File: src/rtl/regfile_scoreboard.sv
// Integer register file with a post-reset clear sweep, pending-write scoreboard and debug tap.
// Optional same-cycle write-to-read forwarding when RF_BYPASS_EN is defined.
module regfile_scoreboard #(
   parameter int XLEN    = 32,
   parameter int NREGS   = 32,
   parameter int AW      = $clog2(NREGS),
   parameter int DBG_REG = 10
) (
   input  logic            clk,
   input  logic            rst,
   input  logic [AW-1:0]   A1_D,
   input  logic [AW-1:0]   A2_D,
   output logic [XLEN-1:0] RD1_D,
   output logic [XLEN-1:0] RD2_D,
   input  logic            Issue_D,
   input  logic [AW-1:0]   Rd_D,
   output logic            Busy1_D,
   output logic            Busy2_D,
   input  logic [AW-1:0]   A3_W,
   input  logic [XLEN-1:0] WD3_W,
   input  logic            WE3_W,
   output logic            rf_ready,
   output logic [XLEN-1:0] dbg_reg
);

   // state    | meaning
   // ST_CLEAR | sweeping zeros into every register, file closed to traffic
   // ST_RUN   | normal operation, leaves only on rst
   typedef enum logic {
      ST_CLEAR = 1'b0,
      ST_RUN   = 1'b1
   } state_t;

   localparam logic [AW-1:0] LAST_IDX = AW'(NREGS - 1);

   state_t            state_q, state_d;
   logic [AW-1:0]     clr_ptr_q, clr_ptr_d;
   logic [NREGS-1:0]  pending_q, pending_d;
   logic [XLEN-1:0]   regs_q [1:NREGS-1];
   logic [XLEN-1:0]   regs_d [1:NREGS-1];

   logic a1_ok, a2_ok, a3_ok, rd_ok;
   logic a1_nz, a2_nz, we_ok, run;

   // Address range checks only exist when NREGS leaves unused codes in AW bits.
   generate
      if (NREGS == (1 << AW)) begin : g_full_range
         assign a1_ok = 1'b1;
         assign a2_ok = 1'b1;
         assign a3_ok = 1'b1;
         assign rd_ok = 1'b1;
      end else begin : g_part_range
         localparam logic [AW-1:0] LIMIT = AW'(NREGS);
         assign a1_ok = (A1_D < LIMIT);
         assign a2_ok = (A2_D < LIMIT);
         assign a3_ok = (A3_W < LIMIT);
         assign rd_ok = (Rd_D < LIMIT);
      end
   endgenerate

   assign run   = (state_q == ST_RUN);
   assign a1_nz = a1_ok && (A1_D != '0);
   assign a2_nz = a2_ok && (A2_D != '0);
   assign we_ok = run && WE3_W && a3_ok && (A3_W != '0);

   always_comb begin
      state_d   = state_q;
      clr_ptr_d = clr_ptr_q;
      unique case (state_q)
         ST_CLEAR: begin
            clr_ptr_d = clr_ptr_q + AW'(1);
            if (clr_ptr_q == LAST_IDX) begin
               state_d   = ST_RUN;
               clr_ptr_d = '0;
            end
         end
         ST_RUN: begin
            state_d = ST_RUN;
         end
         default: begin
            state_d = ST_CLEAR;
         end
      endcase
   end

   // Clear before set so a new producer issued in the writeback cycle stays pending.
   always_comb begin
      pending_d = pending_q;
      if (run) begin
         if (WE3_W && a3_ok) begin
            pending_d[A3_W] = 1'b0;
         end
         if (Issue_D && rd_ok && (Rd_D != '0)) begin
            pending_d[Rd_D] = 1'b1;
         end
      end
   end

   always_comb begin
      regs_d = regs_q;
      for (int i = 1; i < NREGS; i++) begin
         if (state_q == ST_CLEAR) begin
            if (clr_ptr_q == AW'(i)) begin
               regs_d[i] = '0;
            end
         end else if (we_ok && (A3_W == AW'(i))) begin
            regs_d[i] = WD3_W;
         end
      end
   end

   always_ff @(posedge clk) begin
      if (rst) begin
         state_q   <= ST_CLEAR;
         clr_ptr_q <= '0;
         pending_q <= '0;
      end else begin
         state_q   <= state_d;
         clr_ptr_q <= clr_ptr_d;
         pending_q <= pending_d;
      end
   end

   // Storage is not reset; the sweep zeroes it once rst is released.
   always_ff @(posedge clk) begin
      if (!rst) begin
         regs_q <= regs_d;
      end
   end

   always_comb begin
      RD1_D   = '0;
      RD2_D   = '0;
      Busy1_D = 1'b0;
      Busy2_D = 1'b0;
      if (run) begin
         if (a1_nz) begin
            RD1_D   = regs_q[A1_D];
            Busy1_D = pending_q[A1_D];
         end
         if (a2_nz) begin
            RD2_D   = regs_q[A2_D];
            Busy2_D = pending_q[A2_D];
         end
`ifdef RF_BYPASS_EN
         if (we_ok && (A3_W == A1_D)) begin
            RD1_D   = WD3_W;
            Busy1_D = 1'b0;
         end
         if (we_ok && (A3_W == A2_D)) begin
            RD2_D   = WD3_W;
            Busy2_D = 1'b0;
         end
`endif
      end
   end

   assign rf_ready = run;

   generate
      if ((DBG_REG >= 1) && (DBG_REG < NREGS)) begin : g_dbg
         assign dbg_reg = run ? regs_q[DBG_REG] : '0;
      end else begin : g_dbg_none
         assign dbg_reg = '0;
      end
   endgenerate

endmodule
File: config.mk
export PLATFORM = sky130hd
export DESIGN_NAME = regfile_scoreboard
export DESIGN_NICKNAME = d
export VERILOG_FILES = /design/src/rtl/regfile_scoreboard.sv
export SDC_FILE = /design/constraint.sdc
export NUM_CORES = 2
export LEC_CHECK = 0
export CAP_MARGIN = 25
export CORE_MARGIN = 5
export CORE_UTILIZATION = 69
export CTS_BUF_LIST = sky130_fd_sc_hd__clkbuf_4
export CTS_CLUSTER_DIAMETER = 40
export DETAILED_ROUTE_END_ITERATION = 16
export GPL_ROUTABILITY_DRIVEN = 1
export PLACE_DENSITY_LB_ADDON = 0.3
export SLEW_MARGIN = 10
export SYNTH_ARGS = -nofsm -noshare
export SYNTH_HDL_FRONTEND = slang
export SYNTH_SLANG_ARGS = --single-unit
File: constraint.sdc
create_clock -name clk -period 7.93 [get_ports clk]
set_clock_uncertainty 0.2 [all_clocks]
set_input_delay 2.379 -clock clk [delete_from_list [all_inputs] [get_ports clk]]
set_output_delay 2.379 -clock clk [all_outputs]
set_load 0.05 [all_outputs]
==> impl_metrics.toml <==
[cts]
post_cts_resized = 0
clk_pin_slew_ns = 0.06
insertion_delay_ns = 1.09
numCtsBuffers = 281
htree_levels = 5
cts.sinks = 1030
root_buffer = "clkbuf_4"
hold_buffers = 0
postCtsSetupBuffers = 0
cts.path.max_buffers = 4
tritoncts = "done"

[yosys]
yosys_warnings = 0
synth_top_area_share_pct = 60.8
syn-mean-instance-area_um2 = 17.7
synth.most_common_cell = "edfxtp_1"
ys_top_cells_by_count = "992 x edfxtp_1, 418 x mux4_2, 188 x mux2i_1"
synth_edf_count = 992
yosysSeqAreaShare_pct = 62.3
synth_area_leaders = "edfxtp_1 61%, mux4_2 19%, mux2i_1 3.8%, a22oi_1 2.0%, dfxtp_1 1.6%"
synthArstFlopShare_pct = 0
ys_seq_elements = 1030
synth_area_um2 = 49000
syn_nets = 2836
yosysTopAreaCell = "edfxtp_1"
synth_cell_types = 49
synthFlopType = "edfxtp_1"
synth_cells = 2774

[global_route]
use_met1_pct = 51.2
use_met2_pct = 59.7
grt_pass1_vias = 34000
grt_max_degree = 93
grt_pass1_wl_um = 225000
antenna_found_initial = 7
grt-busiest-layer = "met2"
track_usage_pct = 40.4
grt_overflow = 0
grt_use_met3_pct = 14.2

[drt]
dr_total_vias = 33300
wl_per_cell_um = 36.9
drc = 4
totalWireLength_um = 157000
ant_nets = 0
via_per_inst = 7.84
dr.first_iter.drc_count = 5920
first_pass_iters = 14

[setup_path]
worstSetupEndpointType = "primary output"
crit_path_max_fanout = 92
slowest_stage = "nor3_1"
critical_path.cell_chain = "buf_8 > buf_12 > mux2i_1 > a221oi_1 > a211oi_1 > nor3_1 > buf_4"
critical_path_class = "input port to primary output"
slowest_delay_ns = 0.58
cp.arrival_ns = 5.03
required_ns = 5.35
worstSetupStartpointType = "input port"

[timing]
fmax_mhz = 131
worstMarginPinSlew_ns = 1.18
tns_ns = 0
period_share_pct = 96.0
maxSlewViolCount = 0
period_minus_slack_ns = 7.61
setup_ws_ns = 0.318
relSlewSlack_pct = 21.1
setup_viol = 0
hold_viol_final = 0
grt_setup_unrepaired = "no"

[min_path]
hold_path_class = "register to register"

[floorplan]
start_util_pct = 69.8
num_rows = 97
fp.coreArea_um2 = 70300
die_height_um = 277
io_pins = 155
die_w_um = 277
dieArea_um2 = 76500

[place]
port_buffers = 154
dp.final_hpwl_um = 92400
place_ws_ns = 0.524
place.gp.congestion = 0.914

[cells_and_area]
multiInputGateArea_um2 = 17700
seq_area_um2 = 30600
area_growth_pct = 14.5
num-fill-cells = 3518
drive_gt1_share_pct = 34.6
nNetsFinal = 3190

[power]
leakagePower_nw = 18.9
p_per_area_nw_per_um2 = 200
vdd_drop_max_mv = 0.144

[job]
maxCapViolCount = 0

[run_status]
violations = "DRC"
status = "finished with violations"
-- per-layer routing --
metal | vias up | part of all wire [%]
met4 | 0 | 8.2
li1 | 12600 | -
met2 | 3639 | 45
met5 | - | 0
met3 | 806 | 16
met1 | 16300 | 31
-- worst paths after layout --
path | depth (start not counted) | end | start | slack, ns
worst max-delay path | 7 | RD1_D[27] | A1_D[1] | 0.32
worst min-delay path | 2 | pending_q[0]$_SDFFE_PP0P_ | pending_q[0]$_SDFFE_PP0P_ | 0.31
worst max register to register | 6 | regs_q[711]$_DFFE_PP_ | rf_ready$_SDFF_PP0_ | 2.96
worst min register to register | 2 | pending_q[0]$_SDFFE_PP0P_ | pending_q[0]$_SDFFE_PP0P_ | 0.31
-- metrics by stage --
stage	instances	util [%]	area [um^2]	power (mW)	hold WS [ns]
floorplan	2774	-	49000	6.56	0.233
global placement	3769	74.8	52600	6.79	0.287
detailed placement	3775	75.0	52700	6.81	0.293
CTS	4232	79.6	55900	11.2	0.302
global route	4244	79.8	56100	11.6	0.335
finish	4251	79.9	56100	11.2	0.311
-- where the power goes --
| group | leakage, nW | switching (mW) | internal, mW | total, mW |
|---|---|---|---|---|
| Clock | 1.97 | 2.16 | 2.35 | 4.51 |
| Sequential | 9.53 | 0.0129 | 5.89 | 5.91 |
| Combinational | 7.36 | 0.451 | 0.360 | 0.812 |
-- flip-flops by register name, summed over array words and instances, names as in the netlist --
register,count
clr_ptr_q,5
pending_q,32
regs_q,992
rf_ready,1
-- cell type report --
class,count,share of cell area [%]
diodes,9,0.0401
inverters,4,0.0268
clock inverters,68,0.611
flip-flops and latches,1030,54.4
clock buffers,389,5.20
repair buffers,298,6.12
multi-input cells,1513,31.5
well taps,940,2.10
-- logic make-up after synthesis --
group | count (synthesis) | synth area share [%]
multiplexers | 660 | 24.3
adder cells (fa/ha/maj) | 6 | 0.153
AND/OR/NAND/NOR | 413 | 4.31
flip-flops | 1030 | 62.3
AO/OA/AOI/OAI | 434 | 6.49
buffers and inverters | 231 | 2.46
-- critical path: cells and delay by family --
kind,cells,cell delay (ns)
and+or+nand+nor,1,0.58
AOI/OAI and AO/OA,2,0.50
muxes,1,0.20
buffers and inverters,3,1.22
-- cells in the final DEF (no fill, tap or decap), types with 52 or more instances in the layout --
cell type / n
a22oi_1: 132
mux2_2: 53
edfxtp_1: 992
clkinv_1: 52
buf_4: 131
mux4_2: 418
nor2_1: 68
nand2_1: 103
buf_12: 67
clkbuf_4: 389
and2_1: 72
mux2i_1: 188
clkdlybuf4s50_1: 78
(Power assumes the default switching activity.)
